### src/rtl/pd_regs_pkg.sv
// Shared definitions for the PD controller register path: FSM encodings,
// default bus widths and well-known register addresses.
package pd_regs_pkg;

    localparam int ADDR_W_DEF = 8;
    localparam int DATA_W_DEF = 16;

    typedef enum logic [3:0] {
        ST_IDLE  = 4'b0001,
        ST_ISSUE = 4'b0010,
        ST_WAIT  = 4'b0100,
        ST_DONE  = 4'b1000
    } arb_state_t;

    localparam logic [7:0] ADDR_DEVID  = 8'h14;
    localparam logic [7:0] ADDR_CTRL   = 8'h20;
    localparam logic [7:0] ADDR_STATUS = 8'h21;

    // Data returned to a requester whose bank access timed out.
    localparam logic [15:0] ERR_RDATA = 16'hFFFF;

endpackage

### src/rtl/rr_arb2.sv
// Two-requester picker: round-robin by default, or port 0 always wins ties
// when FIXED_PRIO is non-zero. Holds the last-served port.
module rr_arb2 #(
    parameter int FIXED_PRIO = 0
) (
    input  logic clk,
    input  logic reset,
    input  logic req0,
    input  logic req1,
    input  logic upd,
    input  logic served,
    output logic gnt_valid,
    output logic gnt_idx
);

    logic last_grant_q, last_grant_d;

    always_comb begin
        gnt_valid = req0 | req1;
        if (req0 && req1) begin
            gnt_idx = (FIXED_PRIO != 0) ? 1'b0 : ~last_grant_q;
        end else begin
            gnt_idx = req1 & ~req0;
        end
        last_grant_d = upd ? served : last_grant_q;
    end

    // Reset to port 1 so that port 0 wins the first tie.
    always_ff @(posedge clk) begin
        if (reset) begin
            last_grant_q <= 1'b1;
        end else begin
            last_grant_q <= last_grant_d;
        end
    end

endmodule

### src/rtl/reg_access_arbiter.sv
// Serialises register-bank accesses from the I2C slave (port 0) and the PD
// engine (port 1); one bank transaction at a time, bounded by a timeout.
module reg_access_arbiter
    import pd_regs_pkg::*;
#(
    parameter int ADDR_W     = ADDR_W_DEF,
    parameter int DATA_W     = DATA_W_DEF,
    parameter int TIMEOUT    = 64,
    parameter int FIXED_PRIO = 0
) (
    input  logic              clk,
    input  logic              reset,
    input  logic              req0,
    input  logic              rnw0,
    input  logic [ADDR_W-1:0] addr0,
    input  logic [DATA_W-1:0] wdata0,
    output logic [DATA_W-1:0] rdata0,
    output logic              done0,
    output logic              err0,
    input  logic              req1,
    input  logic              rnw1,
    input  logic [ADDR_W-1:0] addr1,
    input  logic [DATA_W-1:0] wdata1,
    output logic [DATA_W-1:0] rdata1,
    output logic              done1,
    output logic              err1,
    output logic              bank_req,
    output logic              bank_rnw,
    output logic [ADDR_W-1:0] bank_addr,
    output logic [DATA_W-1:0] bank_wdata,
    input  logic [DATA_W-1:0] bank_rdata,
    input  logic              bank_ack,
    output logic              busy
);

    localparam logic [7:0] CNT_LAST = 8'(TIMEOUT - 1);

    arb_state_t        state_q, state_d;
    logic              sel_q, sel_d;
    logic [7:0]        cnt_q, cnt_d;
    logic              bank_req_q, bank_req_d;
    logic              bank_rnw_q, bank_rnw_d;
    logic [ADDR_W-1:0] bank_addr_q, bank_addr_d;
    logic [DATA_W-1:0] bank_wdata_q, bank_wdata_d;
    logic [DATA_W-1:0] rdata0_q, rdata0_d, rdata1_q, rdata1_d;
    logic              done0_q, done0_d, done1_q, done1_d;
    logic              err0_q, err0_d, err1_q, err1_d;
    logic              gnt_valid, gnt_idx;

    rr_arb2 #(
        .FIXED_PRIO(FIXED_PRIO)
    ) u_arb (
        .clk      (clk),
        .reset    (reset),
        .req0     (req0),
        .req1     (req1),
        .upd      (state_q == ST_DONE),
        .served   (sel_q),
        .gnt_valid(gnt_valid),
        .gnt_idx  (gnt_idx)
    );

    always_comb begin
        state_d      = state_q;
        sel_d        = sel_q;
        cnt_d        = cnt_q;
        bank_req_d   = 1'b0;
        bank_rnw_d   = bank_rnw_q;
        bank_addr_d  = bank_addr_q;
        bank_wdata_d = bank_wdata_q;
        rdata0_d     = rdata0_q;
        rdata1_d     = rdata1_q;
        done0_d      = 1'b0;
        done1_d      = 1'b0;
        err0_d       = 1'b0;
        err1_d       = 1'b0;
        case (state_q)
            ST_IDLE: begin
                if (gnt_valid) begin
                    sel_d        = gnt_idx;
                    bank_rnw_d   = gnt_idx ? rnw1 : rnw0;
                    bank_addr_d  = gnt_idx ? addr1 : addr0;
                    bank_wdata_d = gnt_idx ? wdata1 : wdata0;
                    cnt_d        = 8'd0;
                    bank_req_d   = 1'b1;
                    state_d      = ST_ISSUE;
                end
            end
            ST_ISSUE: begin
                state_d = ST_WAIT;
            end
            ST_WAIT: begin
                // Ack is checked before the timeout so a coincident ack wins.
                if (bank_ack) begin
                    if (bank_rnw_q) begin
                        if (sel_q) rdata1_d = bank_rdata;
                        else       rdata0_d = bank_rdata;
                    end
                    done0_d = ~sel_q;
                    done1_d = sel_q;
                    state_d = ST_DONE;
                end else if (cnt_q == CNT_LAST) begin
                    if (sel_q) rdata1_d = DATA_W'(ERR_RDATA);
                    else       rdata0_d = DATA_W'(ERR_RDATA);
                    done0_d = ~sel_q;
                    done1_d = sel_q;
                    err0_d  = ~sel_q;
                    err1_d  = sel_q;
                    state_d = ST_DONE;
                end else begin
                    cnt_d = cnt_q + 8'd1;
                end
            end
            ST_DONE: begin
                state_d = ST_IDLE;
            end
            default: begin
                state_d = ST_IDLE;
            end
        endcase
    end

    always_ff @(posedge clk) begin
        if (reset) begin
            state_q      <= ST_IDLE;
            sel_q        <= 1'b0;
            cnt_q        <= 8'd0;
            bank_req_q   <= 1'b0;
            bank_rnw_q   <= 1'b0;
            bank_addr_q  <= '0;
            bank_wdata_q <= '0;
            rdata0_q     <= '0;
            rdata1_q     <= '0;
            done0_q      <= 1'b0;
            done1_q      <= 1'b0;
            err0_q       <= 1'b0;
            err1_q       <= 1'b0;
        end else begin
            state_q      <= state_d;
            sel_q        <= sel_d;
            cnt_q        <= cnt_d;
            bank_req_q   <= bank_req_d;
            bank_rnw_q   <= bank_rnw_d;
            bank_addr_q  <= bank_addr_d;
            bank_wdata_q <= bank_wdata_d;
            rdata0_q     <= rdata0_d;
            rdata1_q     <= rdata1_d;
            done0_q      <= done0_d;
            done1_q      <= done1_d;
            err0_q       <= err0_d;
            err1_q       <= err1_d;
        end
    end

    assign rdata0     = rdata0_q;
    assign rdata1     = rdata1_q;
    assign done0      = done0_q;
    assign done1      = done1_q;
    assign err0       = err0_q;
    assign err1       = err1_q;
    assign bank_req   = bank_req_q;
    assign bank_rnw   = bank_rnw_q;
    assign bank_addr  = bank_addr_q;
    assign bank_wdata = bank_wdata_q;
    assign busy       = (state_q != ST_IDLE);

endmodule

### config.mk
export PLATFORM = sky130hd
export DESIGN_NAME = reg_access_arbiter
export DESIGN_NICKNAME = d
export VERILOG_FILES = /design/src/rtl/pd_regs_pkg.sv /design/src/rtl/rr_arb2.sv /design/src/rtl/reg_access_arbiter.sv
export SDC_FILE = /design/constraint.sdc
export NUM_CORES = 1
export LEC_CHECK = 0
export CAP_MARGIN = 20
export CORE_UTILIZATION = 33
export CTS_CLUSTER_SIZE = 10
export DETAILED_ROUTE_END_ITERATION = 10
export PLACE_DENSITY_LB_ADDON = 0.2
export SYNTH_ARGS = -nofsm -noshare
export SYNTH_HDL_FRONTEND = slang
export SYNTH_SLANG_ARGS = --single-unit
### constraint.sdc
create_clock -name clk -period 1.55 [get_ports clk]
set_input_delay 0.31 -clock clk [delete_from_list [all_inputs] [get_ports clk]]
set_output_delay 0.31 -clock clk [all_outputs]
set_load 0.02 [all_outputs]
Word level (Yosys, flattened, before mapping)
Cells that the tools add are included.

Flip-flop bits (word level): 76. Bits of input ports: 71. Output and inout port bits: 63. Logic and storage cells: 71.

Add/subtract/negate cells: 1. Equal/unequal tests: 11. Multiplexer cells: 27. Bitwise operators: 7. Reductions and logical operators: 11.

Operator list (number): 16-bit two-way mux (11); 8-bit two-way mux (4); 8-bit case mux with 2 select lines (1); 4-bit two-way mux (3); 4-bit case mux with 3 select lines (1); 4-bit AND reduction (3); 8-bit by 1-bit adder with 8-bit output, second input constant (1); 8-bit by 6-bit equality test with 1-bit output, second input constant (1); 1-bit two-way mux (7); 2-bit inequality test, second input constant (3); 1-bit inverter (5); 4-bit by 1-bit equality test with 1-bit output, second input constant (1); 4-bit by 2-bit equality test with 1-bit output, second input constant (1); 4-bit by 3-bit equality test with 1-bit output, second input constant (1); 4-bit equality test, second input constant (1); 4-bit by 1-bit inequality test with 1-bit output, second input constant (1); 2-bit AND reduction (2); 2-bit nonzero test (2); 2-bit OR reduction (2); 3-bit inequality test, second input constant (1); 3-bit OR reduction (1); 2-bit by 1-bit inequality test with 1-bit output, second input constant (1); 1-bit bitwise AND (1); 1-bit logical AND (1); 1-bit OR (1).

Longest topological paths before layout
Gate-level depths: netlist of the first run.

Depth after elaboration: 4. Gate-level depth with buffers: 6. Gate-level depth less buffers: 5.

Hierarchy
From an unflattened synthesis of the first run, not the netlist that was laid out.

Cells, all modules: 351. Area total of the unflattened synthesis: 3236.9 µm².

Modules (own cells, without submodules): reg_access_arbiter (instances 1, cells an instance 346, area each 3188.1 µm², seq. area each 1501.4 µm²); rr_arb2 (instances 1, cells an instance 5, area each 48.8 µm², seq. area each 20.0 µm²).

Worst setup path after synthesis of the first run
OpenSTA, ideal clock, no wires.

Path kind: reg-to-reg. Start: register state_q[1]. End: register bank_wdata_q[10], in the netlist bank_wdata[10]. Library setup time: 0.081 ns. Arrival time: 1.598 ns. Required time: 1.469 ns. Setup slack: -0.129 ns. Cell stages (with the launch flop): 7. Buffers on the path: 2. Period minus slack after synthesis: 1.679 ns. Cell sequence: dfxtp_1 -> or4b_1 -> buf_2 -> nor2_8 -> buf_6 -> nor2_2 -> a211oi_2.

Cells in the longest elaborated chain, start to end: 2.

RTL lines: from (decl) (line reg_access_arbiter.sv:38) `arb_state_t state_q, state_d;`; from (signal assigned) (line reg_access_arbiter.sv:139) `state_q <= state_d;`; 4-bit by 1-bit equality test with 1-bit output (line reg_access_arbiter.sv:77) `case (state_q)`; 2-bit AND reduction (no line); to (signal assigned) (line reg_access_arbiter.sv:145) `bank_wdata_q <= bank_wdata_d;`; to (decl) (line reg_access_arbiter.sv:44) `logic [DATA_W-1:0] bank_wdata_q, bank_wdata_d;`.

Every way passes these cells. A chain may end at the register's enable or synchronous reset.

Final worst setup path of the first run
Start: register state_q[3]. End: output busy.

Cells in the longest elaborated chain, start to end: 1.

RTL lines: 4-bit by 1-bit inequality test with 1-bit output (line reg_access_arbiter.sv:165) `assign busy = (state_q != ST_IDLE);`; to (decl) (line reg_access_arbiter.sv:33) `output logic busy`.

Every way passes these cells.

==> results of run 1 <==
-- state kept, by name (all words and copies together) (netlist names) --
| register | cells |
|---|---|
| u_arb.last_grant_q | 1 |
| state_q | 4 |
| bank_req | 1 |
| rdata0 | 16 |
| rdata1 | 16 |
| bank_wdata | 16 |
| cnt_q | 8 |
| bank_addr | 8 |
| err0 | 1 |
| sel_q | 1 |
| done1 | 1 |
| err1 | 1 |
| done0 | 1 |
| bank_rnw | 1 |
-- area by class of cell --
cell class              count  area [um2]
clock buffers               9       123.9
repair buffers            181        1780
clock inverters             7       55.05
fillers                   892        4327
multi-input cells         214        1903
inverters                  19       71.32
flip-flops and latches     76        1528
well taps                 133       166.4
-- timing repair --
| action | in CTS | in global routing |
|---|---|---|
| hold buffers | 0 | 0 |
| endpoints found under the setup margin | 132 | 70 |
| pin swaps | 15 | 14 |
| gates cloned | 4 | 2 |
| resized for setup | 96 | 24 |
| buffers inserted | 3 | 4 |
| endpoints found under the hold margin | 0 | 0 |
-- layout by cell type (no fill, tap or decap), drive strengths merged, types with 3 or more instances in the layout --
cell,instances
a211oi,41
a21oi,21
a221oi,16
a31oi,5
and3,4
buf,49
clkbuf,10
clkdlybuf4s50,69
dfxtp,76
dlygate4sd2,62
inv,23
mux2i,27
nand2,7
nand2b,3
nand3,4
nor2,49
nor2b,3
nor3,3
nor4b,4
o21ai,3
or3,3
-- kinds of logic (layout without fill, tap and decap cells) --
| group | after synthesis | after routing | share of synthesized area |
|---|---|---|---|
| AO/OA/AOI/OAI | 95 | 95 | 0.2578 |
| AND/OR/NAND/NOR | 90 | 91 | 0.1532 |
| flip-flops | 76 | 76 | 0.4403 |
| buffers and inverters | 45 | 216 | 0.06698 |
| multiplexers | 27 | 27 | 0.07820 |
| adder cells (fa/ha/maj) | 1 | 1 | 0.003620 |
-- cell usage after synthesis, types with 4 or more instances --
| master | count | area [um2] |
|---|---|---|
| dfxtp_1 | 76 | 1521 |
| nor2_1 | 32 | 120.1 |
| a211oi_2 | 28 | 350.3 |
| mux2i_1 | 27 | 270.3 |
| a21oi_1 | 21 | 105.1 |
| inv_1 | 18 | 67.56 |
| nor2_2 | 15 | 93.84 |
| a211oi_1 | 13 | 97.59 |
| a221oi_2 | 10 | 150.1 |
| buf_2 | 8 | 40.04 |
| clkbuf_1 | 8 | 30.03 |
| nand2_1 | 7 | 26.28 |
| a221oi_1 | 6 | 52.55 |
| a31oi_1 | 5 | 31.28 |
| buf_6 | 5 | 56.30 |
| and3_1 | 4 | 25.02 |
| buf_4 | 4 | 30.03 |
-- power by group --
| part | leakage [nW] | switching (W) | internal [W] | total [W] |
|---|---|---|---|---|
| Clock | 0.0870 | 0.000795 | 0.000601 | 0.00140 |
| Combinational | 1.55 | 0.000606 | 0.000602 | 0.00121 |
| Sequential | 0.621 | 0.0000694 | 0.00206 | 0.00213 |
-- worst reg2reg max path, delay by kind of cell (launching register included) --
family	cells	cell delay, ns
simple gates	2	0.74
buf+inv	3	0.42
flops	1	0.33
compound gates	1	0.06
-- through the flow --
stage / setup TNS [ns] / hold WS (ns) / worst slack, ns / cells / total power [W]
floorplan: -1.532 / 0.3857 / -0.05158 / 334 / 0.002810
global placement: -13.25 / 0.4592 / -0.3418 / 612 / 0.003306
detailed placement: -15.25 / 0.4649 / -0.3645 / 612 / 0.003325
CTS: -5.506 / 0.2738 / -0.1685 / 635 / 0.004773
global route: -8.631 / 0.2676 / -0.2159 / 639 / 0.004950
finish: -4.142 / 0.2573 / -0.1617 / 639 / 0.004733
-- worst max-delay path by stage --
stage / from / end / slack (ns) / cells past startpoint
6_report: state_q[3]$_SDFFE_PP0P_ / busy / -0.16 / 2
5_1_grt: state_q[3]$_SDFFE_PP0P_ / busy / -0.22 / 2
4_1_cts: state_q[3]$_SDFFE_PP0P_ / busy / -0.17 / 2
2_1_floorplan: cnt_q[1]$_SDFFE_PP0P_ / rdata0[10]$_SDFFE_PP0P_ / -0.05 / 6
3_5_place_dp: bank_ack / cnt_q[7]$_SDFFE_PP0P_ / -0.36 / 6
3_3_place_gp: bank_ack / cnt_q[7]$_SDFFE_PP0P_ / -0.34 / 6
-- metal layers --
layer  wire [um]  vias to the layer above  track usage  share of wire
met2        4879                       85       0.3004           0.51
met4          98                        0      0.05000          0.010
met3         484                        9      0.04449          0.051
li1            -                     1563            -              -
met1        4099                     1498       0.2008           0.43
met5           0                        -            0              0
==> flow_summary.toml, run 1 <==
[worst_setup_path]
criticalPathCategory = "reg2out"
worstPathRequired_ns = 1.24
r2r_setup_slack_ns = -0.14
reg2reg_to = "bank_addr[3]$_SDFFE_PP0P_"
critPathMaxFanout = 2
crit_path_start_kind = "register"
cp-end-kind = "output port"
critPathMaxStageDelay_ns = 0.55
arrival_ns = 1.40
slowest_stage = "or4b_4"
critical_path.n_buffers_inverters = 1
regToRegStartpoint = "state_q[3]$_SDFFE_PP0P_"
rr_worst_depth = 6
path_delay_family = "simple AND/OR/NAND/NOR gates"
worstPathCellList = "or4b_4, buf_4"

[floorplanning]
core_mm2 = 0.009955
die_h_um = 104.3
boundaryPins = 134
die_area_mm2 = 0.01089
initial_utilization = 0.3472
die_w_um = 104.3
fp-row-count = 36

[clocking]
htreeDepth = 3
insertion_delay_ns = 0.35
clockBufferDepth = 2
root_buffer = "clkbuf_8"
clock_sinks = 76
cts_tree = "yes"
path_clk_slew_ns = 0.09
cts_made_buffers = 9

[timing]
rsz0062_at_grt = "true"
worstMarginPinSlew_ns = 0.4141
finalClockSkew_ns = 0.01714
finalCritPeriodShare = 1.104
hold_violations = 0
slew_violations = 0
fin_crit_ns = 1.712
setup_viol = 60
slew_headroom = 0.7236
final.setup.worst_slack_ns = -0.1617
timing.fmax_ghz = 0.5842

[status]
status = "complete, but fails checks"
violations = "setup timing"

[power_and_ir_drop]
power.density_mw_per_mm2 = 841.1
ir_drop_mv = 0.5234
p_leak_nw = 2.254

[yosys]
synth_fp_nets = 406
synth_area_per_cell_um2 = 10.35
synth_edf_count = 0
yosys_warnings = 0
ys_seq_elements = 76
syn-instance-count = 334
ys.flop_type = "dfxtp_1"
ys_seq_area_frac = 0.4403
async_reset_ff_frac = 0
syn_area_mm2 = 0.003456
ys_types = 47

[flow_run]
maxCapViolations = 0

[global_routing]
antenna_found_initial = 0
overflow = 0
grt_max_degree = 53
grt_usage = 0.1703
grt_pass1_wl_um = 15030
grt_pass1_vias = 3027

[routing]
drt_iter0_markers = 86
ant_nets = 0
drtPass1Iterations = 6
via_per_inst = 4.937
remaining_drc_errors = 0
wire_per_inst_um = 14.96
wirelength_um = 9561
vias = 3155

[cells_and_area]
finish.utilization = 0.5654
final_cell_area_mm2 = 0.005628
drive_gt1_frac = 0.3221
nets = 573
syn_to_final_growth_pct = 62.85
antenna_cells = 0

[place]
globalplace.congestion = 0.8340
io_buffers = 133
place_hpwl_um = 6621
placed_area_mm2 = 0.005195

[hold_path]
hp-start = "reset"
worstHoldEndpoint = "state_q[2]$_SDFFE_PP0P_"
min_path_cells = 3
min_path_type = "in2reg"
Power figures use the tool's default switching activity.
==> run 2, diff against run 1 <==
- CORE_UTILIZATION: 33 -> 30
==> flow_summary.toml, run 2 (synthesis gave the netlist of run 1 again) <==
[status]
status = "complete, but fails checks"
violations = "setup timing"

[worst_setup_path]
worstPathRequired_ns = 1.81
criticalPathCategory = "reg2reg"
critPathMaxFanout = 8
arrival_ns = 1.92
cp-end-kind = "register"
crit_path_start_kind = "register"

[timing]
timing.fmax_ghz = 0.6003
hold_violations = 0
final.setup.worst_slack_ns = -0.1160
rsz0062_at_grt = "true"
fin_hold_ws_ns = 0.2751
finalSetupTns_ns = -4.029
fin_crit_ns = 1.666
finalCritPeriodShare = 1.075
setup_viol = 64
slew_violations = 0
slew_headroom = 0.6323
finalClockSkew_ns = 0.009161
worstMarginPinSlew_ns = 0.5516

[routing]
vias = 3202
drtPass1Iterations = 4
remaining_drc_errors = 0
wirelength_um = 10530
drt_iter0_markers = 69
wire_per_inst_um = 16.20
via_per_inst = 4.926
ant_nets = 0

[cells_and_area]
layout_commonest_cell = "dfxtp_1"
syn_to_final_growth_pct = 73.57
final_cell_mix = "dfxtp_1, clkdlybuf4s50_1, dlygate4sd2_1"
nets = 577
stdcell_count = 650
drive_gt1_frac = 0.3569
antenna_cells = 0

[place]
io_buffers = 133
dpl.cell_count = 619
place_hpwl_um = 7021
globalplace.congestion = 0.7988

[floorplanning]
die_area_mm2 = 0.01195
core_mm2 = 0.01103
die_w_um = 109.3
boundaryPins = 134
fp-row-count = 38
die_h_um = 109.3
initial_utilization = 0.3133

[clocking]
clock_sinks = 76
insertion_delay_ns = 0.33
cts_tree = "yes"
clockBufferDepth = 2
root_buffer = "clkbuf_16"
path_clk_slew_ns = 0.07
htreeDepth = 3
cts_made_buffers = 9
cts_hold_buffers = 0

[global_routing]
overflow = 0
grt_usage = 0.1755
grt_pass1_vias = 3305
grt_pass1_wl_um = 16210
antenna_found_initial = 0
grt_max_degree = 35

[power_and_ir_drop]
p_leak_nw = 2.376
power.density_mw_per_mm2 = 914.1
ir_drop_mv = 0.6068

[flow_run]
maxCapViolations = 0

[hold_path]
min_path_type = "in2reg"
==> run 2: cell count changes in the layout (fill, tap and decap cells not counted), sizes merged <==
| cell | before | now |
|---|---|---|
| clkinv | 1 | 3 |
| bufinv | 0 | 1 |
| inv | 23 | 22 |
| clkinvlp | 2 | 0 |
| buf | 49 | 53 |
==> run 2: per-stage QoR <==
step           setup WS, ns  total power, W  utilization  cell area [um2]
6_report            -0.1160        0.005483       0.5438             5998
5_1_grt             -0.1798        0.005738       0.5438             5998
4_1_cts             -0.1233        0.005563       0.5236             5776
3_5_place_dp        -0.3438        0.003317       0.4718             5204
3_3_place_gp        -0.3271        0.003296       0.4718             5204
2_1_floorplan      -0.05158        0.002810            -             3515
==> run 2: path summary, 6_finish.rpt <==
kind	start	to	slack, ns	depth (start not counted)
setup / recovery	state_q[1]$_SDFFE_PP0P_	rdata1[8]$_SDFFE_PP0P_	-0.12	8
hold / removal	reset	state_q[2]$_SDFFE_PP0P_	0.28	3
setup reg to reg	state_q[1]$_SDFFE_PP0P_	rdata1[8]$_SDFFE_PP0P_	-0.12	8
hold reg to reg	rdata0[4]$_SDFFE_PP0P_	rdata0[4]$_SDFFE_PP0P_	0.47	2
==> run 2: where the power goes <==
group | switching (W) | leakage [nW] | total [W] | internal, W
Clock | 0.000879 | 0.151 | 0.00215 | 0.00127
Combinational | 0.000615 | 1.60 | 0.00120 | 0.000588
Sequential | 0.0000655 | 0.621 | 0.00213 | 0.00206
==> run 2: cell type report <==
| type | instances | area (um2) |
|---|---|---|
| Multi-Input combinational cell | 214 | 2044 |
| Clock buffer | 9 | 225.2 |
| Tap cell | 140 | 175.2 |
| Fill cell | 1000 | 5032 |
| Inverter | 19 | 71.32 |
| Sequential cell | 76 | 1529 |
| Clock inverter | 7 | 82.58 |
| Timing Repair Buffer | 185 | 1871 |
==> run 2: repair_timing <==
item / in CTS / in global routing
buffers inserted: 8 / 3
endpoints found under the setup margin: 133 / 71
pin swaps: 22 / 29
endpoints found under the hold margin: 0 / 0
resized for setup: 109 / 38
cloned: 5 / 1
==> run 2: critical path, stage by stage (launching register included) <==
cell,delay (ns)
dfxtp_2,0.33
buf_6,0.12
nor4b_4,0.30
buf_4,0.18
and2_4,0.17
buf_12,0.15
buf_6,0.11
a21oi_4,0.04
a211oi_2,0.18
==> run 2: metal layers <==
layer,vias up,share of wire,GRT usage
li1,1569,-,-
met1,1557,0.41,0.2056
met2,70,0.54,0.3167
met3,6,0.045,0.03734
met4,0,0.0062,0.05714
met5,-,0,0
==> run 3, diff against run 2 <==
- CAP_MARGIN: 20 -> not set
- CORE_UTILIZATION: 30 -> 39
- SYNTH_HIERARCHICAL: not set -> 1
==> flow_summary.toml, run 3 <==
[status]
status = "finished, final reports clean"

[cells_and_area]
antenna_cells = 0
drive_gt1_frac = 0.2000
final_cell_mix = "dfxtp_1, clkdlybuf4s50_1, dlygate4sd2_1"
syn_to_final_growth_pct = 62.97
nets = 572
stdcell_count = 607
nFillCells = 655
layout_commonest_cell = "dfxtp_1"

[place]
place_ws_ns = -0.4058
globalplace.congestion = 0.8530
place_hpwl_um = 6148
io_buffers = 133
dpl.cell_count = 584

[yosys]
synth.area.top_cells = "dfxtp_1, nor3_1, mux2i_1, a21oi_1, a211oi_1"
synth_fp_nets = 423
synth_area_per_cell_um2 = 9.222
syn_area_mm2 = 0.003237
ys.flop_type = "dfxtp_1"
ys_seq_elements = 76
synth_area_leader_cell = "dfxtp_1"
yosysMostFrequentCell = "dfxtp_1"
ys_seq_area_frac = 0.4700
yosys_warnings = 6
async_reset_ff_frac = 0
ys_types = 43
synth_top_area_frac = 0.4700
synth_edf_count = 0
netlist_top_cells_count = "dfxtp_1, nor3_1, a21oi_1, nor2_1, mux2i_1"
syn-instance-count = 351

[power_and_ir_drop]
net-switching-power_w = 0.001336
pwr-share-clk = 0.332
power.density_mw_per_mm2 = 919.7
switching_share = 0.2753
p_leak_nw = 2.159
p_comb_frac = 0.228
intPower_w = 0.003516
p_seq_frac = 0.440
ir_drop_mv = 0.5123

[clocking]
path_clk_slew_ns = 0.08
insertion_delay_ns = 0.34
htreeDepth = 3
clock_sinks = 76
cts_hold_buffers = 0
cts_tree = "yes"
cts_made_buffers = 9
clockBufferDepth = 2
root_buffer = "clkbuf_8"

[floorplanning]
die_area_mm2 = 0.008668
boundaryPins = 134
die_h_um = 93.10
die_w_um = 93.10
initial_utilization = 0.4104
fp-row-count = 32
core_mm2 = 0.007888

[global_routing]
antenna_found_initial = 0
grt_pass1_vias = 2974
grt_max_degree = 52
overflow = 0
grt_pass1_wl_um = 14150
grt_usage = 0.2071

[flow_run]
maxCapViolations = 0

[routing]
drtPass1Iterations = 4
wirelength_um = 9223
ant_nets = 0
vias = 3173
drt_iter0_markers = 101
via_per_inst = 5.227
remaining_drc_errors = 0
wire_per_inst_um = 15.19

[timing]
setup_viol = 0
rsz0062_at_grt = "true"
final.setup.worst_slack_ns = 0.003391
finalClockSkew_ns = 0.01123
finalSetupTns_ns = 0
slew_headroom = 0.7415
hold_violations = 0
finalCritPeriodShare = 0.9978
fin_crit_ns = 1.547
timing.fmax_ghz = 0.6466
slew_violations = 0
worstMarginPinSlew_ns = 0.3878

[worst_setup_path]
crit_path_start_kind = "register"
cp-end-kind = "register"
critical_path.n_buffers_inverters = 3
worstPathRequired_ns = 1.81
path_delay_family = "simple AND/OR/NAND/NOR gates"
arrival_ns = 1.81
slowest_stage = "dfxtp_2"
criticalPathCategory = "reg2reg"
critPathMaxStageDelay_ns = 0.34
worstPathCellList = "buf_6, nor4b_4, buf_4, and2b_2, clkbuf_16, a21oi_1, nor3_1"
critPathMaxFanout = 8

[hold_path]
min_path_type = "in2reg"
==> run 3: worst register-to-register path: cells and delay by family, from the launching register on <==
kind            cells  cell delay, ns
buf+inv             3            0.47
simple gates        3            0.61
compound gates      1            0.06
flops               1            0.34
==> run 3: kinds of logic after synthesis <==
logic type,after synthesis,share of synthesized area
simple gates,134,0.2130
compound gates,79,0.1643
flops,76,0.4700
buf+inv,34,0.06532
mux,27,0.08349
fa+ha+maj,1,0.003865
==> run 3: metal layers <==
layer	vias to the layer above	track usage	wire [um]
met5	-	0	0
met4	0	0.07692	93
met3	8	0.05203	707
met2	125	0.3407	4482
met1	1465	0.2612	3941
li1	1575	-	-
==> run 3: timing repair <==
item	4_1_cts	5_1_grt
pin swaps	3	25
resized for setup	76	45
setup buffers	1	2
setup endpoints to repair	102	65
cloned	0	4
endpoints found under the hold margin	0	0
==> run 3: path summary, 6_finish.rpt <==
path / slack [ns] / endpoint / start / depth (start not counted)
setup / recovery: 0.003 / rdata0[4]$_SDFFE_PP0P_ / state_q[1]$_SDFFE_PP0P_ / 7
hold / removal: 0.28 / state_q[2]$_SDFFE_PP0P_ / reset / 3
setup reg to reg: 0.003 / rdata0[4]$_SDFFE_PP0P_ / state_q[1]$_SDFFE_PP0P_ / 7
hold reg to reg: 0.49 / bank_wdata[7]$_SDFFE_PP0P_ / bank_wdata[7]$_SDFFE_PP0P_ / 2
==> run 3: through the flow <==
| stage | area [um2] | total power (W) | hold WS [ns] | util |
|---|---|---|---|---|
| 2_1_floorplan | 3237 | 0.002727 | 0.3867 | - |
| 4_1_cts | 4979 | 0.004789 | 0.2846 | 0.6312 |
| 3_5_place_dp | 4805 | 0.003242 | 0.4897 | 0.6091 |
| 3_3_place_gp | 4805 | 0.003224 | 0.4658 | 0.6091 |
| 5_1_grt | 5275 | 0.005069 | 0.3041 | 0.6688 |
| 6_report | 5275 | 0.004852 | 0.2837 | 0.6688 |
==> run 3: power by group through the flow <==
stage          clock, W  combinational, W  sequential (W)
6_report        0.00161           0.00111         0.00213
2_1_floorplan         0          0.000421         0.00231
3_5_place_dp          0           0.00106         0.00218
4_1_cts         0.00164           0.00102         0.00213
5_1_grt         0.00173           0.00119         0.00215
3_3_place_gp          0           0.00105         0.00217
==> run 3: cell type report <==
cell class	count	area, um2	share of cell area
repair buffers	168	1694	0.3212
flip-flops and latches	76	1531	0.2903
well taps	102	127.6	0.02419
inverters	4	15.01	0.002846
clock inverters	4	73.82	0.01399
multi-input cells	241	1698	0.3219
clock buffers	12	135.1	0.02562
